<file path="config.mk">
export PLATFORM = sky130hd
export DESIGN_NAME = fm_sb_playback
export DESIGN_NICKNAME = d
export VERILOG_FILES = /design/src/rtl/fm_sb_playback.sv
export SDC_FILE = /design/constraint.sdc
export NUM_CORES = 1
export LEC_CHECK = 0
export ABC_CLOCK_PERIOD_IN_PS = 15050
export CAP_MARGIN = 25
export CORE_AREA = 2 2 214 216
export CTS_CLUSTER_DIAMETER = 30
export DETAILED_ROUTE_END_ITERATION = 8
export DIE_AREA = 0 0 216 218
export GPL_TIMING_DRIVEN = 0
export PLACE_DENSITY = 0.61
export SLEW_MARGIN = 5
export SYNTH_ARGS = -nofsm -noshare
export SYNTH_HDL_FRONTEND = slang
export SYNTH_SLANG_ARGS = --single-unit
</file>
<file path="constraint.sdc">
create_clock -name clk -period 15.05 [get_ports clk]
set_clock_uncertainty 0.2 [all_clocks]
set_input_delay 3.01 -clock clk [delete_from_list [all_inputs] [get_ports clk]]
set_output_delay 3.01 -clock clk [all_outputs]
set_load 0.1 [all_outputs]
</file>
<file path="src/rtl/fm_sb_playback.sv">
// fm_sb_playback
// ---------------------------------------------------------------------------
// Playback reader for one fast-monitoring spy buffer. It reads stored words
// from SB_MEM and re-injects them into the pipeline as a data/valid stream.
// The word at address 0..last is replayed once (single-shot), or repeatedly
// (loop), one read per cycle with no backpressure.
//
// Optional build macro: FM_SB_PB_GAP_EN adds pb_gap_i, a per-playback idle
// gap (in cycles) inserted after every issued read.
//
// Ports:
//   clk, rst          pipeline clock, asynchronous active-high reset
//   pb_mode_i         00 off, 01 single-shot, 10 loop, 11 same as off
//   pb_start_i        single-cycle start pulse (honoured only in IDLE)
//   pb_last_addr_i    last address to replay, sampled on accepted start
//   pb_gap_i          (FM_SB_PB_GAP_EN only) idle cycles between reads
//   mem_rd_en_o       memory read enable
//   mem_rd_addr_o     memory read address
//   mem_rd_data_i     memory read data, valid RD_LAT cycles after the enable
//   pb_data_o         replayed word, holds its value while pb_vld_o is low
//   pb_vld_o          replayed word valid
//   pb_busy_o         high while running or draining
//   pb_done_o         one-cycle pulse once the last word has left the block
//   pb_loop_cnt_o     completed loop passes, saturating at 0xFFFF
// ---------------------------------------------------------------------------
module fm_sb_playback #(
    parameter int DW     = 256,
    parameter int AW     = 10,
    parameter int RD_LAT = 2
) (
    input  logic          clk,
    input  logic          rst,
    input  logic [1:0]    pb_mode_i,
    input  logic          pb_start_i,
    input  logic [AW-1:0] pb_last_addr_i,
`ifdef FM_SB_PB_GAP_EN
    input  logic [7:0]    pb_gap_i,
`endif
    output logic          mem_rd_en_o,
    output logic [AW-1:0] mem_rd_addr_o,
    input  logic [DW-1:0] mem_rd_data_i,
    output logic [DW-1:0] pb_data_o,
    output logic          pb_vld_o,
    output logic          pb_busy_o,
    output logic          pb_done_o,
    output logic [15:0]   pb_loop_cnt_o
);

    typedef enum logic [1:0] {
        IDLE  = 2'd0,
        RUN   = 2'd1,
        DRAIN = 2'd2
    } state_t;

    state_t            state_q, state_d;
    logic [AW-1:0]     addr_q, addr_d;
    logic [AW-1:0]     last_q, last_d;
    logic [15:0]       loop_q, loop_d;
    logic [RD_LAT-1:0] vsr_q, vsr_d;
    logic              vld_q;
    logic [DW-1:0]     data_q;
    logic              rd_en;
    logic              done;
    logic              mode_on;
`ifdef FM_SB_PB_GAP_EN
    logic [7:0]        gap_q, gap_d;
    logic [7:0]        gcnt_q, gcnt_d;
`endif

    assign mode_on = (pb_mode_i == 2'b01) || (pb_mode_i == 2'b10);

    // Next-state logic. Mode is re-evaluated every RUN cycle so that turning
    // playback off stops reads at once; switching between single-shot and
    // loop only matters when the last address is reached.
    always_comb begin
        state_d = state_q;
        addr_d  = addr_q;
        last_d  = last_q;
        loop_d  = loop_q;
        rd_en   = 1'b0;
        done    = 1'b0;
`ifdef FM_SB_PB_GAP_EN
        gap_d   = gap_q;
        gcnt_d  = gcnt_q;
`endif
        case (state_q)
            IDLE: begin
                if (pb_start_i && mode_on) begin
                    last_d  = pb_last_addr_i;
                    addr_d  = '0;
                    loop_d  = 16'd0;
                    state_d = RUN;
`ifdef FM_SB_PB_GAP_EN
                    gap_d   = pb_gap_i;
                    gcnt_d  = 8'd0;
`endif
                end
            end
            RUN: begin
                if (!mode_on) begin
                    state_d = DRAIN;
                end
`ifdef FM_SB_PB_GAP_EN
                else if (gcnt_q != 8'd0) begin
                    gcnt_d = gcnt_q - 8'd1;
                end
`endif
                else begin
                    rd_en = 1'b1;
`ifdef FM_SB_PB_GAP_EN
                    gcnt_d = gap_q;
`endif
                    // Wrap to 0 only through the loop rule, so a full-memory
                    // last address never relies on counter overflow.
                    if (addr_q < last_q) begin
                        addr_d = addr_q + 1'b1;
                    end else if (pb_mode_i == 2'b01) begin
                        state_d = DRAIN;
                    end else begin
                        addr_d = '0;
                        if (loop_q != 16'hFFFF) begin
                            loop_d = loop_q + 16'd1;
                        end
                    end
                end
            end
            DRAIN: begin
                if ((vsr_q == '0) && !vld_q) begin
                    done    = 1'b1;
                    state_d = IDLE;
                end
            end
            default: begin
                state_d = IDLE;
            end
        endcase
    end

    // Valid shift register: stage i holds the enable issued i+1 cycles ago,
    // so the top stage lines up with the matching memory read data.
    always_comb begin
        vsr_d    = vsr_q;
        vsr_d[0] = rd_en;
        for (int i = 1; i < RD_LAT; i++) begin
            vsr_d[i] = vsr_q[i-1];
        end
    end

    // State, address and output registers; reset discards in-flight reads.
    always_ff @(posedge clk or posedge rst) begin
        if (rst) begin
            state_q <= IDLE;
            addr_q  <= '0;
            last_q  <= '0;
            loop_q  <= 16'd0;
            vsr_q   <= '0;
            vld_q   <= 1'b0;
            data_q  <= '0;
`ifdef FM_SB_PB_GAP_EN
            gap_q   <= 8'd0;
            gcnt_q  <= 8'd0;
`endif
        end else begin
            state_q <= state_d;
            addr_q  <= addr_d;
            last_q  <= last_d;
            loop_q  <= loop_d;
            vsr_q   <= vsr_d;
            vld_q   <= vsr_q[RD_LAT-1];
            if (vsr_q[RD_LAT-1]) begin
                data_q <= mem_rd_data_i;
            end
`ifdef FM_SB_PB_GAP_EN
            gap_q   <= gap_d;
            gcnt_q  <= gcnt_d;
`endif
        end
    end

    assign mem_rd_en_o   = rd_en;
    assign mem_rd_addr_o = addr_q;
    assign pb_data_o     = data_q;
    assign pb_vld_o      = vld_q;
    assign pb_busy_o     = (state_q != IDLE);
    assign pb_done_o     = done;
    assign pb_loop_cnt_o = loop_q;

endmodule

</file>
==> reports/metrics.cfg <==
[cts]
cts_setup_buffers = 0
clk_path_buf_depth = 3
cts_tree = yes
cts.sinks = 297
clkSlewWorstSetupHoldPaths_ps = 40
root_buffer = clkbuf_16
insertion_delay_ps = 580
numCtsBuffers = 82
cts_resized = 0
htree_levels = 3
hold_buffers = 0

[worst_hold_path]
holdPathStages = 0
min_path_type = flop to flop

[worst_setup_path]
crit_arrival_ps = 5700
worstPathRequired_ps = 11840
cp-end-kind = output pin
path_class = input port to output pin
worst-path-max-fanout = 5
reg2reg_depth = 8
startpoint_type = input port

[placement]
place_area_sq_um = 18200
place_ws_ps = 6130
io_buffers = 556
dp_hpwl_um = 29100
gp_congestion = 0.796

[logic_synthesis]
ys_types = 43
synth_seq_area_share = 0.635
syn_inst = 789
synth_top_area_share = 0.635
netlist_area_sq_um = 11700
synth_area_leaders = dfrtp_1 (64%), mux2_2 (25%), o21ai_0 (1.5%)
synth-seq-cells = 297
syn_nets = 1073
avgSynthCellArea_sq_um = 14.8
synth_top_area_cell = dfrtp_1
synth_warnings = 0

[sta]
period_share = 0.592
worst_slew_pin_slew_ps = 1120
hold_violations = 0
max_freq_mhz = 112
relSlewSlack = 0.251
slew_violations = 0
min_period_ps = 8910
rsz0062_at_grt = false
setup_ws_ps = 6140
setup_viol = 0
finalSetupTns_ps = 0

[die]
die-height_um = 218
io-pin-count = 557
start_util = 0.261
die_area_sq_um = 47100
rows = 78
core_sq_um = 44900
die_w_um = 216

[detailed_routing]
vias = 9155
drc = 0
ant_nets = 0
vias_per_cell = 4.35
drt_iter0_drc = 273
drtPass1Iterations = 5
routed_wl_um = 39400
wl_per_cell_um = 18.7

[cells_and_area]
fillCellCount = 4025
area_growth_pct = 81.2
final_cell_mix = clkdlybuf4s50_1 (556), dfrtp_1 (297), mux2_2 (257)
nets = 1719
multi_input_area_sq_um = 4030
seq_area_sq_um = 7430
stdcell_area_sq_um = 21200
drive_above_1_share = 0.278
final_common_cell = clkdlybuf4s50_1

[global_routing]
grtUsageTotal = 0.166
grt_start_max_net_pins = 117
grt_pass1_vias = 10027
antenna_found_initial = 2
overflow = 0
grt_pass1_wl_um = 59700

[outcome]
status = finished clean

[job]
drv_cap = 0

-- per-layer routing --
metal / part of all wire / global-route usage
met3: 0.098 / 0.0771
met4: 0.030 / 0.0712
met1: 0.37 / 0.180
met2: 0.50 / 0.279
met5: 0 / 0
-- worst max-delay path, stage by stage --
cell	delay, ps
clkdlybuf4s50_1	480
inv_1	50
ha_1	310
nor3b_1	560
clkdlybuf4s50_1	1280
-- final timing paths --
kind / end / slack, ps / startpoint
worst max-delay path: mem_rd_en_o / 6140 / pb_mode_i[0]
worst min-delay path: pb_vld_o / 180 / vsr_q[1]
worst max register to register: pb_loop_cnt_o[3] / 12340 / mem_rd_addr_o[7]
worst min register to register: pb_vld_o / 180 / vsr_q[1]
max in group asynchronous: pb_data_o[249] / 10900 / rst
min in group asynchronous: pb_data_o[5] / 2740 / rst
-- state kept, by name (all words and copies together), names as in the netlist --
| register | cells |
|---|---|
| vsr_q | 2 |
| pb_loop_cnt_o | 16 |
| mem_rd_addr_o | 10 |
| pb_vld_o | 1 |
| state_q | 2 |
| pb_data_o | 256 |
| last_q | 10 |
-- cells by family after synthesis --
logic type      Yosys count  share of synthesized area
fa+ha+maj                13                     0.0139
flops                   297                      0.635
buf+inv                  59                     0.0202
simple gates             86                     0.0389
compound gates           77                     0.0443
mux                     257                      0.247
-- cells in the mapped netlist, drive strengths merged --
master	instances
a21oi	12
nor2	11
nor4b	1
mux2	257
o22ai	2
nor4	1
nor3b	3
dfrtp	297
o41ai	1
a311oi	1
o32ai	1
and4	2
o21ai	36
ha	13
or2	2
clkbuf	33
o21bai	1
and3	6
a21o	3
or2b	1
o31ai	11
a31oi	3
a41oi	2
nor3	4
buf	3
a31o	1
nand2	25
or3	5
and2	3
a211oi	1
o211ai	1
nand2b	4
nor2b	1
nand4	4
inv	23
a22o	1
nand3	13
-- area by class of cell --
class	instances	share of cell area
diodes	2	0.000236
flip-flops and latches	297	0.351
plain buffers	36	0.00708
well taps	600	0.0354
clock inverters	37	0.0279
multi-input cells	433	0.190
inverters	23	0.00443
clock buffers	114	0.115
repair buffers	562	0.270
-- stage by stage --
step / instances / utilization / hold slack [ps]
6_report: 2104 / 0.472 / 175
5_1_grt: 2104 / 0.472 / 203
4_1_cts: 2102 / 0.472 / 173
3_5_place_dp: 1951 / 0.405 / 162
3_3_place_gp: 1945 / 0.401 / 158
2_1_floorplan: 789 / - / 152
Power is left out: the tool's default activity adds up to more than one toggle a clock period on the data nets, which glitch-free logic cannot reach.
==> variant (config.mk and constraints unchanged) <==
Make the reset (`rst`) synchronous in one clocked block. Comments in the files are not updated.
--- a/src/rtl/fm_sb_playback.sv
+++ b/src/rtl/fm_sb_playback.sv
@@ -149,3 +149,3 @@
     // State, address and output registers; reset discards in-flight reads.
-    always_ff @(posedge clk or posedge rst) begin
+    always_ff @(posedge clk) begin
         if (rst) begin
Formal check against the unedited RTL: differs if rst is asserted again (counterexample within 4 cycles, from zero or initial values and one cycle with rst high); with rst held inactive, the same outputs for 4 cycles.
==> variant against the unedited design <==
Via count rose by 14%; worst hold slack improved by 0.083 ns; area after synthesis fell by 3.9%; wire length rose by 7.4%; critical path type unchanged; final area fell by 4.0%; final cell count rose by 14%; fmax rose by 4.9%; sequential cell count did not move; worst setup slack improved by 0.42 ns.
==> variant: results <==
group,metric,value,unit
detailed_routing,wl,42300,µm
detailed_routing,dr.first_iter.drc_count,285,
setup_path,r2r_slack,12.36,ns
final_layout,layout.nets,2028,
placed_design,hpwl,32100,µm
synth,synth_top_flop_cell,"dfxtp_1",
global_routing,grt_pass1_vias,10700,
global_routing,grt_max_degree,12,
synth,synthTopCellsByArea,"dfxtp_1 53%, mux2i_1 23%, nor2_1 9.2%",
global_routing,grt_pass1_wl,62500,µm
placed_design,gp_congestion,0.822,
setup_path,startpoint,"pb_mode_i[0]",
synth,synth-seq-area-share,52.9,%
setup_path,crit_arrival,5.28,ns
synth,synth_compound_area_share,5.69,%
setup_path,reg2reg_from,"vsr_q[1]$_SDFF_PP0_",
synth,synthArstFlopShare,0,%
final_layout,largest_reg_flops,256,
global_routing,grtUsageTotal,17.3,%
detailed_routing,vias,10400,
synth,synthTopCellsByCount,"297 x dfxtp_1, 277 x nor2_1, 257 x mux2i_1, 40 x clkbuf_1, 39 x nand2_1",
detailed_routing,dr.pass1.iters,4,
status,status,"completed",
detailed_routing,vias_per_cell,4.34,
synth,synthAdderAreaFrac,1.45,%
setup_path,worstRegToRegCells,5,
global_routing,antenna_found_initial,5,
synth,synth_cell_types,62,
sta,slew_headroom,27.5,%
final_layout,diodes,0,
setup_path,r2r-end,"pb_data_o[82]$_SDFFE_PP0P_",
placed_design,dp_cells,2263,
placed_design,io_buffers,556,
clock_tree,cts_buffers,79,
synth,avgSynthCellArea,10.2,µm²
setup_path,crit_fanout,4,
synth,synth.mux.area_fraction,22.9,%
synth,syn_nets,1388,
final_layout,layout-drive-gt1-share,8.54,%
## variant: changes by cell type in the layout (fill, tap and decap cells not counted), moves of 6 or more
cell,before,now
nand3_1,12,6
clkbuf_16,87,80
clkbuf_1,45,52
nor2_1,11,277
o31ai_2,7,0
dfxtp_1,0,297
dfrtp_1,297,0
o21ai_0,35,3
a21oi_1,12,20
mux2i_1,0,257
buf_1,1,23
mux2_2,257,0
nand2_1,25,39
## variant: power groups by stage
stage                     Combinational [µW]  Sequential [µW]  Clock [µW]
final                                    265              810        1700
after global routing                     279              811        1790
after CTS                                267              810        1740
after detailed placement                 265              824           0
after global placement                   263              823           0
after floorplan                         75.9              894           0
## variant: per-stage QoR
stage                     util (%)  setup slack (ns)  hold WS (ns)  instance area, µm²
after global routing          45.3              6.49         0.272               20400
after detailed placement      39.3              6.56         0.251               17600
after CTS                     45.3              6.55         0.257               20400
after floorplan                  -              7.18         0.236               11200
final                         45.3              6.56         0.258               20400
after global placement        39.1              6.56         0.251               17600
## variant: layout make-up
cell class,instances,area (µm²)
sequential,297,5950
inverter,18,67.6
timing repair buffer,559,5630
fill,4210,24500
clock buffer,102,2180
buffer,68,270
multi-input combinational,721,4960
clock inverter,38,546
tap,600,751
## variant: logic make-up (layout without fill, tap and decap cells)
logic type | after synthesis | after routing
AND/OR/NAND/NOR | 368 | 368
flip-flops | 297 | 297
multiplexers | 257 | 257
buffers and inverters | 86 | 785
AO/OA/AOI/OAI | 79 | 79
adder cells (fa/ha/maj) | 13 | 13
XOR/XNOR | 4 | 4
## variant: worst min-delay path by stage
stage,startpoint,to,cells past startpoint
2_1_floorplan,last_q[1]$_SDFFE_PP0P_,last_q[1]$_SDFFE_PP0P_,2
3_3_place_gp,last_q[7]$_SDFFE_PP0P_,last_q[7]$_SDFFE_PP0P_,2
3_5_place_dp,last_q[1]$_SDFFE_PP0P_,last_q[1]$_SDFFE_PP0P_,2
4_1_cts,last_q[1]$_SDFFE_PP0P_,last_q[1]$_SDFFE_PP0P_,2
5_1_grt,last_q[3]$_SDFFE_PP0P_,last_q[3]$_SDFFE_PP0P_,2
6_report,last_q[6]$_SDFFE_PP0P_,last_q[6]$_SDFFE_PP0P_,2
## variant: worst max-delay path, stage by stage
cell and delay (ns):
clkdlybuf4s50_1 0.48, inv_1 0.05, ha_1 0.34, nor2_1 0.21, clkdlybuf4s50_1 1.19
## variant: metal layers
layer | part of all wire [%] | wire length, µm | GRT usage [%] | vias to the layer above
met5 | 0.13 | 56 | 0 | -
met4 | 3.0 | 1260 | 6.71 | 8
li1 | - | - | - | 5085
met1 | 38 | 16200 | 18.4 | 4818
met2 | 50 | 21000 | 30.1 | 429
met3 | 9.0 | 3800 | 7.59 | 89
